File: src/rtl/au_issue_ctrl.sv
// Purpose: initiator for the arithmetic unit; takes one command at a time, pulses
//          au_start with stable operands, waits for au_done (timeout-guarded) and
//          returns the result on a valid/ready response channel.
// Latency: command accept -> au_start 1 cycle; au_done -> rsp_valid 1 cycle.
// Backpressure: cmd_ready only in IDLE (one op outstanding); rsp_* held until rsp_ready.
// Ports: cmd_* request in, au_* to/from the AU, rsp_* response out, op_count = delivered responses.
module au_issue_ctrl #(
  parameter int WIDTH          = 32,
  parameter int TIMEOUT_CYCLES = 64,
  parameter int CNT_W          = 16
) (
  input  logic             clk,
  input  logic             rst_n,
  input  logic             cmd_valid,
  output logic             cmd_ready,
  input  logic [WIDTH-1:0] cmd_a,
  input  logic [WIDTH-1:0] cmd_b,
  input  logic [1:0]       cmd_op,
  output logic [WIDTH-1:0] au_a,
  output logic [WIDTH-1:0] au_b,
  output logic [1:0]       au_op,
  output logic             au_start,
  input  logic             au_done,
  input  logic [WIDTH-1:0] au_s,
  input  logic [WIDTH-1:0] au_hi,
  input  logic [WIDTH-1:0] au_lo,
  input  logic             au_zero,
  output logic             rsp_valid,
  input  logic             rsp_ready,
  output logic [WIDTH-1:0] rsp_hi,
  output logic [WIDTH-1:0] rsp_lo,
  output logic             rsp_zero,
  output logic             rsp_err,
  output logic [CNT_W-1:0] op_count
);

  localparam int TW = $clog2(TIMEOUT_CYCLES + 1);
  localparam logic [TW-1:0] TMO_LIM = TW'(TIMEOUT_CYCLES);

  typedef enum logic [1:0] {IDLE, ISSUE, WAIT, RESP} state_t;

  state_t           state_q;
  logic [TW-1:0]    tmo_q;
  logic [TW-1:0]    tmo_d;
  logic [WIDTH-1:0] au_a_q, au_b_q;
  logic [1:0]       au_op_q;
  logic             au_start_q;
  logic             rsp_valid_q;
  logic [WIDTH-1:0] rsp_hi_q, rsp_lo_q;
  logic             rsp_zero_q, rsp_err_q;
  logic [CNT_W-1:0] op_count_q;

  assign tmo_d = tmo_q + TW'(1);

  // Gated with rst_n so the requester sees no ready while reset is held.
  assign cmd_ready = rst_n & (state_q == IDLE);

  assign au_a      = au_a_q;
  assign au_b      = au_b_q;
  assign au_op     = au_op_q;
  assign au_start  = au_start_q;
  assign rsp_valid = rsp_valid_q;
  assign rsp_hi    = rsp_hi_q;
  assign rsp_lo    = rsp_lo_q;
  assign rsp_zero  = rsp_zero_q;
  assign rsp_err   = rsp_err_q;
  assign op_count  = op_count_q;

  always_ff @(posedge clk or negedge rst_n) begin
    if (!rst_n) begin
      state_q     <= IDLE;
      tmo_q       <= '0;
      au_a_q      <= '0;
      au_b_q      <= '0;
      au_op_q     <= '0;
      au_start_q  <= 1'b0;
      rsp_valid_q <= 1'b0;
      rsp_hi_q    <= '0;
      rsp_lo_q    <= '0;
      rsp_zero_q  <= 1'b0;
      rsp_err_q   <= 1'b0;
      op_count_q  <= '0;
    end else begin
      au_start_q <= 1'b0;
      case (state_q)
        IDLE: begin
          if (cmd_valid) begin
            au_a_q  <= cmd_a;
            au_b_q  <= cmd_b;
            au_op_q <= cmd_op;
            if (cmd_op == 2'b11 && cmd_b == '0) begin
              // Divide by zero is answered locally; the AU is never started.
              rsp_valid_q <= 1'b1;
              rsp_err_q   <= 1'b1;
              rsp_hi_q    <= cmd_a;
              rsp_lo_q    <= '1;
              rsp_zero_q  <= 1'b0;
              state_q     <= RESP;
            end else begin
              au_start_q <= 1'b1;
              state_q    <= ISSUE;
            end
          end
        end
        ISSUE: begin
          tmo_q   <= '0;
          state_q <= WAIT;
        end
        WAIT: begin
          // au_done is checked before the limit so a done on the last cycle wins.
          if (au_done) begin
            rsp_valid_q <= 1'b1;
            rsp_err_q   <= 1'b0;
            rsp_zero_q  <= au_zero;
            if (au_op_q[1]) begin
              rsp_hi_q <= au_hi;
              rsp_lo_q <= au_lo;
            end else begin
              rsp_hi_q <= '0;
              rsp_lo_q <= au_s;
            end
            state_q <= RESP;
          end else begin
            tmo_q <= tmo_d;
            if (tmo_d == TMO_LIM) begin
              rsp_valid_q <= 1'b1;
              rsp_err_q   <= 1'b1;
              rsp_hi_q    <= '0;
              rsp_lo_q    <= '0;
              rsp_zero_q  <= 1'b0;
              state_q     <= RESP;
            end
          end
        end
        RESP: begin
          if (rsp_ready) begin
            rsp_valid_q <= 1'b0;
            op_count_q  <= op_count_q + CNT_W'(1);
            state_q     <= IDLE;
          end
        end
        default: state_q <= IDLE;
      endcase
    end
  end

endmodule

File: config.mk
export PLATFORM = sky130hd
export DESIGN_NAME = au_issue_ctrl
export DESIGN_NICKNAME = d
export VERILOG_FILES = /design/src/rtl/au_issue_ctrl.sv
export SDC_FILE = /design/constraint.sdc
export NUM_CORES = 1
export LEC_CHECK = 0
export ABC_CLOCK_PERIOD_IN_PS = 2170
export CORE_AREA = 2 2 124 126
export CTS_CLUSTER_SIZE = 24
export DETAILED_ROUTE_END_ITERATION = 10
export DIE_AREA = 0 0 126 128
export DONT_BUFFER_PORTS = 1
export PLACE_DENSITY = 0.68
export SYNTH_ARGS = -nofsm -noshare
export SYNTH_HDL_FRONTEND = slang
export SYNTH_SLANG_ARGS = --single-unit
File: constraint.sdc
create_clock -name clk -period 2.17 [get_ports clk]
set_clock_uncertainty 0.05 [all_clocks]
set_input_delay 0.434 -clock clk [delete_from_list [all_inputs] [get_ports clk]]
set_output_delay 0.434 -clock clk [all_outputs]
set_load 0.005 [all_outputs]
---- Yosys cells after proc, flatten, opt, wreduce, memory -nomap -nowiden ----
Index checks and enable logic that the tools add are counted.
word-level totals
  register bits after elaboration ......... 159
  latch bits .............................. 0
  memory bits (writable) .................. 0
  ROM bits ................................ 0
  output and inout bits ................... 151
  word-level logic and storage cells ...... 72
  memories ................................ 0
operators by class
  $add $sub $neg .......................... 2
  multipliers ............................. 0
  divide/modulo/power cells ............... 0
  order comparisons ....................... 0
  equality and inequality tests ........... 10
  shifts and indexed selects .............. 0
  multiplexer cells ....................... 35
  bitwise gates (word level) .............. 1
  reductions and logical operators ........ 12
operators by type and width
  operator                 count
  $mux W32                 9
  $pmux W32 S2             2
  $logic_not A32 Y1        1
  $add A16 B1 Y16 const B  1
  $pmux W7 S2              1
  $mux W1                  13
  $mux W2                  5
  $pmux W2 S4              1
  $add A7 B1 Y7 const B    1
  $eq A7 B7 Y1 const B     1
  $mux W7                  1
  $eq A2 B2 Y1 const B     3
  $ne A2 B2 Y1 const B     3
  $reduce_and A2 Y1        3
  $reduce_and A5 Y1        1
  $pmux W1 S2              2
  $reduce_and A4 Y1        1
  $reduce_bool A2 Y1       2
  $ne A3 B3 Y1 const B     1
  $pmux W1 S3              1
  $reduce_and A3 Y1        1
  $reduce_bool A3 Y1       1
  $eq A2 B1 Y1 const B     1
  $logic_not A2 Y1         1
  other kinds (3)          3

---- Depth between registers and ports, before layout ----
Gate-level depths: netlist of run 1.
  depth after elaboration ................. 5
  gate-level depth with buffers ........... 9

---- Least setup slack after synthesis of run 1 ----
Ideal clock, no wire load.
  path type ............................... in2reg
  start point ............................. input port cmd_b[11]
  end point ............................... register rsp_hi_q[0], in the netlist rsp_hi[0]
  arrival ................................. 2.068 ns
  required time ........................... 1.995 ns
  slack ................................... -0.073 ns
  stages on the path ...................... 7
  cell sequence ........................... or4_4 > nor3_4 > nand4_1 > a21oi_2 > buf_6 > buf_12 > mux2_4
between the ends
  word-level cells in the longest chain between the ends .. 4
ends and longest elaborated chain
  element                             RTL line  text
  from (decl)                         17        input logic [WIDTH-1:0] cmd_b,
  $logic_not A32 Y1                   91        if (cmd_op == 2'b11 && cmd_b == '0) begin
  $logic_and A1 B1 Y1                 91
  $ne A2 B1 Y1 (no source line)       n/a
  $reduce_and A4 Y1 (no source line)  n/a
  to (signal assigned)                95        rsp_hi_q <= cmd_a;
  to (signal assigned)                116       rsp_hi_q <= au_hi;
  to (decl)                           49        logic [WIDTH-1:0] rsp_hi_q, rsp_lo_q;
No other way between the ends.
A chain may end at the register's enable or synchronous reset.

---- Worst setup path in the final report of run 1 ----
  start point ............................. register tmo_q[1]
  end point ............................... register rsp_hi_q[5], in the netlist rsp_hi[5]
between the ends
  word-level cells in the longest chain between the ends .. 4
ends and longest elaborated chain
  element                             RTL line  text
  from (decl)                         43        logic [TW-1:0] tmo_q;
  from (signal assigned)              124       tmo_q <= tmo_d;
  $add A7 B1 Y7                       53        assign tmo_d = tmo_q + TW'(1);
  $eq A7 B7 Y1                        125       if (tmo_d == TMO_LIM) begin
  $ne A3 B3 Y1 (no source line)       n/a
  $reduce_and A4 Y1 (no source line)  n/a
No other way between the ends.

==> impl_metrics.toml, run 1 <==
[timing]
max_slew.worst_pin.slew_ns = 0.538
slew_headroom_pct = 63.8
setup_violations = 5
hold-worst-slack_ns = -0.337
max_freq_ghz = 0.459
fin_setup_tns_ns = -0.0138
rsz0062_at_grt = "yes"
fin_crit_ns = 2.18
setup_ws_ns = -0.00629
slew_violations = 0
min_period_over_period_pct = 100
finalHoldViolations = 159

[min_path]
hold_path_class = "input port to async pin"

[floorplan]
rows = 45
die_x_um = 126
ios = 319
die_area_um2 = 16100
coreArea_um2 = 14900
die_y_um = 128
floorplan.initialDensity_pct = 50.3

[power_and_ir_drop]
p_seq_share_pct = 44.0
ir_worst_vdd_v = 0.000601
power_frac_comb_pct = 31.8
finalPower_uw = 12300
power_frac_clock_pct = 24.3
swShare_pct = 32.4
power_density_nw_per_um2 = 1410
p_int_uw = 8290
leakagePower_uw = 0.00388
p_sw_uw = 3970

[place]
dpl.cell_count = 812
gp_congestion = 0.850
dp_hpwl_um = 12000
place_ws_ns = -0.278
io_buffers = 0

[route]
wl_per_cell_um = 20.9
drcViolationCount = 0
ant_nets = 0
firstDrtPassIters = 4
via_count = 4860
vias_per_cell = 5.66
dr.first_iter.drc_count = 205
wirelength_um = 17900

[logic_synthesis]
synth_warnings = 0
netlist_instances = 643
synth_edf_count = 0
async_flop_share_pct = 100
synth_seq_cells = 159
ys.flop_type = "dfrtp_1"
synth_area_um2 = 7470
synth.avg_cell_area_um2 = 11.6
syn_nets = 818
ys_seq_area_share_pct = 53.2
synth_cell_type_count = 36

[critical_path]
crit_required_ns = 2.42
worst_setup_path_end_kind = "flip-flop"
crit_family = "compound AO/OA/AOI/OAI gates"
crit_chain = "ha_4, nor4bb_4, and4b_1, o32ai_4, a21oi_4, buf_8, clkbuf_16, mux2_4"
path_buf_inv = 2
cpMaxStageDelayCell = "dfrtp_1"
start_kind = "flip-flop"
crit_arrival_ns = 2.42
path_max_fanout = 6
critPathKind = "flip-flop to flip-flop"
slowest_delay_ns = 0.41

[final_layout]
num-nets-final = 833
drive_gt1_share_pct = 26.4
areaGrowthSynthToFinish_pct = 16.7
antenna_cells = 0
finalNonFillerCells = 859

[grt]
grt_max_degree = 161
overflow = 0
antenna_found_initial = 0
grtUsageTotal_pct = 21.1
grt_first_pass_wirelength_um = 26700
grt_pass1_vias = 5006

[clock_tree]
cts_buffer_depth = 2
htreeDepth = 4
clkLatencyLatePin_ns = 0.42
cts-root-buf = "clkbuf_16"
path_clk_slew_ns = 0.06
cts_made_buffers = 17
cts_tree = "done"
cts_sinks = 159

[run_status]
violations = "negative hold slack, negative setup slack"
status = "complete, but fails checks"

[job]
maxCapViolCount = 0
==> sequential cells by signal, indices dropped and copies added, names as in the netlist, 2 cells and up <==
name / cells
au_a: 32
au_b: 32
au_op: 2
op_count: 16
rsp_hi: 32
rsp_lo: 32
state_q: 2
tmo_q: 7
==> timing repair <==
action	4_1_cts	5_1_grt
setup buffers	2	3
pin swaps	3	1
gates resized for setup	5	36
hold endpoints to repair	159	159
gates cloned	2	8
setup endpoints to repair	51	86
==> through the flow <==
| stage | utilization (%) | instance area (um^2) |
|---|---|---|
| 6_report | 58.7 | 8720 |
| 5_1_grt | 58.7 | 8720 |
| 4_1_cts | 56.3 | 8370 |
| 3_5_place_dp | 51.7 | 7680 |
| 3_3_place_gp | 51.7 | 7680 |
| 2_1_floorplan | - | 7470 |
==> cell usage after synthesis (8+ instances only) <==
cell type	count	area share [%]
dfrtp_1	159	53
o21ai_0	105	7.0
nand2_1	82	4.1
mux2_2	62	9.3
mux2_4	40	8.0
inv_1	36	1.8
mux2i_1	33	4.4
clkbuf_1	28	1.4
xnor2_1	14	1.6
nand3_1	10	0.67
and3_1	8	0.67
nor4_1	8	0.67
==> worst paths after layout <==
check / start / endpoint / slack [ns] / cells after the start
worst max-delay path: tmo_q[1] / rsp_hi[5] / -0.006 / 8
worst min-delay path: rst_n / op_count[8] / -0.34 / 0
worst max register to register: tmo_q[1] / rsp_hi[5] / -0.006 / 8
worst min register to register: au_a[2] / au_a[2] / 0.46 / 2
max in group asynchronous: rst_n / rsp_hi[11] / 2.11 / 0
min in group clk: cmd_b[0] / au_b[0] / 0.11 / 1
==> cells in the final DEF (no fill, tap or decap), types with 2 or more instances in the layout <==
cell and instances:
a31oi_1 2, and3_1 8, buf_12 4, buf_16 2, buf_4 16, buf_6 3
buf_8 2, bufinv_16 2, clkbuf_1 2, clkbuf_16 23, clkbuf_8 2, clkinv_2 2
clkinvlp_4 3, dfrtp_1 157, dfrtp_2 2, ha_1 5, inv_1 36, inv_6 2
mux2_2 36, mux2_4 66, mux2i_1 33, nand2_1 81, nand2b_1 7, nand3_1 10
nand4_1 6, nor2_1 4, nor4_1 7, o21ai_0 105, o41ai_1 2, xnor2_1 14
xor2_1 7
==> logic make-up (layout without fill, tap and decap cells) <==
group / Yosys count / in the layout / share of synthesized area [%]
mux: 135 / 135 / 21.8
simple gates: 136 / 136 / 8.74
fa+ha+maj: 7 / 7 / 1.17
flops: 159 / 159 / 53.2
buf+inv: 73 / 101 / 4.74
compound gates: 112 / 112 / 7.87
xor+xnor: 21 / 21 / 2.46
==> metal layers <==
layer / GRT usage [%] / vias up / routed length, um
met4: 7.95 / 0 / 336
met1: 24.7 / 2388 / 6890
met3: 7.35 / 24 / 1420
met5: 0 / - / 0
li1: - / 2238 / -
met2: 36.0 / 210 / 9300
==> layout make-up <==
cell class | count | area, um^2
well taps | 188 | 235
clock buffers | 21 | 460
inverters | 36 | 135
clock inverters | 11 | 130
repair buffers | 33 | 469
fillers | 1220 | 6140
multi-input cells | 411 | 3310
flip-flops and latches | 159 | 3980
==> power groups by stage <==
stage / combinational [uW] / clock, uW / sequential, uW
after floorplan: 2830 / 0 / 5030
after global placement: 3190 / 0 / 5390
after detailed placement: 3350 / 0 / 5420
after CTS: 3480 / 3050 / 5390
after global routing: 4290 / 3170 / 5530
final: 3900 / 2980 / 5390
Note: power is estimated with default switching activity, not from simulation.
==> inputs of run 2 (changes only) <==
==> constraint.sdc (replaced) <==
create_clock -name clk -period 2.17 [get_ports clk]
set_clock_uncertainty 0.05 [all_clocks]
set_input_delay 0.3255 -clock clk [delete_from_list [all_inputs] [get_ports clk]]
set_output_delay 0.3255 -clock clk [all_outputs]
set_load 0.005 [all_outputs]
==> run 2 against run 1 <==
  * The flow still finishes with violations (negative hold slack, negative setup slack)
  * Via count is 5.0% higher
  * Die area is the same
  * Sequential share of layout area decreased by 1.4 points
  * Flip-flop and latch count is the same
  * Register-to-register slack worse by 0.04 ns
  * Final cell count up 4.3%
  * Setup slack lost 0.043 ns
  * Clock power is 7.4% lower
  * Critical path type unchanged
  * Largest cell class unchanged
==> impl_metrics.toml, run 2 (synthesized netlist as in run 1, its figures left out) <==
[critical_path]
crit_family = "simple AND/OR/NAND/NOR gates"
path_buf_inv = 2
reg2regPathDepth = 8
rr_startpoint = "tmo_q[0]"
slowest_delay_ns = 0.41
ff2ff_setup_slack_ns = -0.05
critPathKind = "flip-flop to flip-flop"
reg2reg_to = "rsp_lo[7]"
path_max_fanout = 8
worst_setup_path_end_kind = "flip-flop"
cpMaxStageDelayCell = "dfrtp_1"
start_kind = "flip-flop"
crit_required_ns = 2.42
crit_arrival_ns = 2.47
critical_path_depth = 8
crit_chain = "ha_4, nor4bb_4, and4b_1, o32ai_4, a21oi_4, buf_12, clkbuf_16, mux2_2"

[place]
io_buffers = 0
gp_congestion = 0.828
place_area_um2 = 7740
dpl.cell_count = 815
dp_hpwl_um = 12200

[floorplan]
die_area_um2 = 16100
ios = 319
die_x_um = 126
rows = 45
floorplan.initialDensity_pct = 50.3
coreArea_um2 = 14900
die_y_um = 128

[final_layout]
multi_input_area_um2 = 3260
final_util_pct = 60.5
final_design_area_no_fill_um2 = 8990
layout_commonest_cell = "dfrtp_1"
fillers = 1158
num-nets-final = 870
areaGrowthSynthToFinish_pct = 20.3
finalNonFillerCells = 896
drive_gt1_share_pct = 25.0
final_cell_mix = "dfrtp_1 (158), o21ai_0 (105), nand2_1 (81), mux2_4 (53), mux2_2 (49)"
seqCellArea_um2 = 3980
antenna_cells = 0

[grt]
antenna_found_initial = 0
grt_first_pass_wirelength_um = 28100
grt_pass1_vias = 5199
grtUsageTotal_pct = 22.3
overflow = 0
grt_max_degree = 161

[route]
firstDrtPassIters = 4
wl_per_cell_um = 21.3
ant_nets = 0
wirelength_um = 19000
vias_per_cell = 5.70
drcViolationCount = 0
dr.first_iter.drc_count = 220
via_count = 5103

[timing]
setup_ws_ns = -0.0495
rsz0062_at_grt = "yes"
min_period_over_period_pct = 102
hold-worst-slack_ns = -0.454
finalHoldViolations = 159
setup_violations = 50
slew_violations = 0
max_freq_ghz = 0.451
max_slew.worst_pin.slew_ns = 0.587
fin_crit_ns = 2.22
slew_headroom_pct = 60.5

[clock_tree]
cts_made_buffers = 17
hold_buffers = 36
clkLatencyLatePin_ns = 0.42
cts_sinks = 159
path_clk_slew_ns = 0.07
cts_tree = "done"
cts_buffer_depth = 2
cts-root-buf = "clkbuf_16"
htreeDepth = 4

[run_status]
violations = "negative hold slack, negative setup slack"
status = "complete, but fails checks"

[power_and_ir_drop]
power_density_nw_per_um2 = 1350
ir_worst_vdd_v = 0.000649
leakagePower_uw = 0.00395
finalPower_uw = 12100

[min_path]
hold_path_class = "input port to async pin"

[job]
maxCapViolCount = 0
## run 2: stage by stage
stage                     setup slack, ns  setup TNS [ns]  hold slack [ns]
after floorplan                    0.0352               0          -0.0201
after global placement             -0.133           -6.01          -0.0165
after detailed placement           -0.215           -9.91          -0.0170
after CTS                         -0.0431          -0.385           -0.476
after global routing               -0.114           -5.07           -0.479
final                             -0.0495          -0.885           -0.454
## run 2: area by class of cell
class / instances / share of cell area, %
timing repair buffer: 70 / 9.40
sequential: 159 / 44.2
tap: 188 / 2.62
multi-input combinational: 411 / 36.3
clock inverter: 13 / 1.15
inverter: 36 / 1.50
clock buffer: 19 / 4.81
## run 2: report_power, final
part	internal (uW)	total, uW	leakage (uW)	switching, uW
Combinational	2270	3910	0.00181	1650
Clock	1490	2760	0.000253	1270
Sequential	4240	5430	0.00188	1180
## run 2: timing repair
item,in CTS,in global routing
setup endpoints to repair,40,66
pin swaps,2,3
gates resized for setup,6,17
cloned,2,8
hold endpoints to repair,195,159
buffers inserted,4,0
## run 2: how the worst max path moves through the flow
stage | endpoint | slack (ns) | startpoint
after floorplan | rsp_hi[0] | 0.04 | cmd_b[11]
after global placement | rsp_lo[2] | -0.13 | cmd_b[11]
after detailed placement | rsp_lo[7] | -0.22 | cmd_b[11]
after CTS | rsp_lo[21] | -0.04 | tmo_q[0]
after global routing | rsp_lo[14] | -0.11 | tmo_q[0]
final | rsp_lo[7] | -0.05 | tmo_q[0]
## run 2: metal layers
layer	vias to the layer above	global-route usage, %	part of all wire, %
met5	-	0	0
met4	0	8.08	1.7
met3	24	7.47	8.5
met2	244	37.9	52
met1	2515	26.5	38
li1	2320	-	-
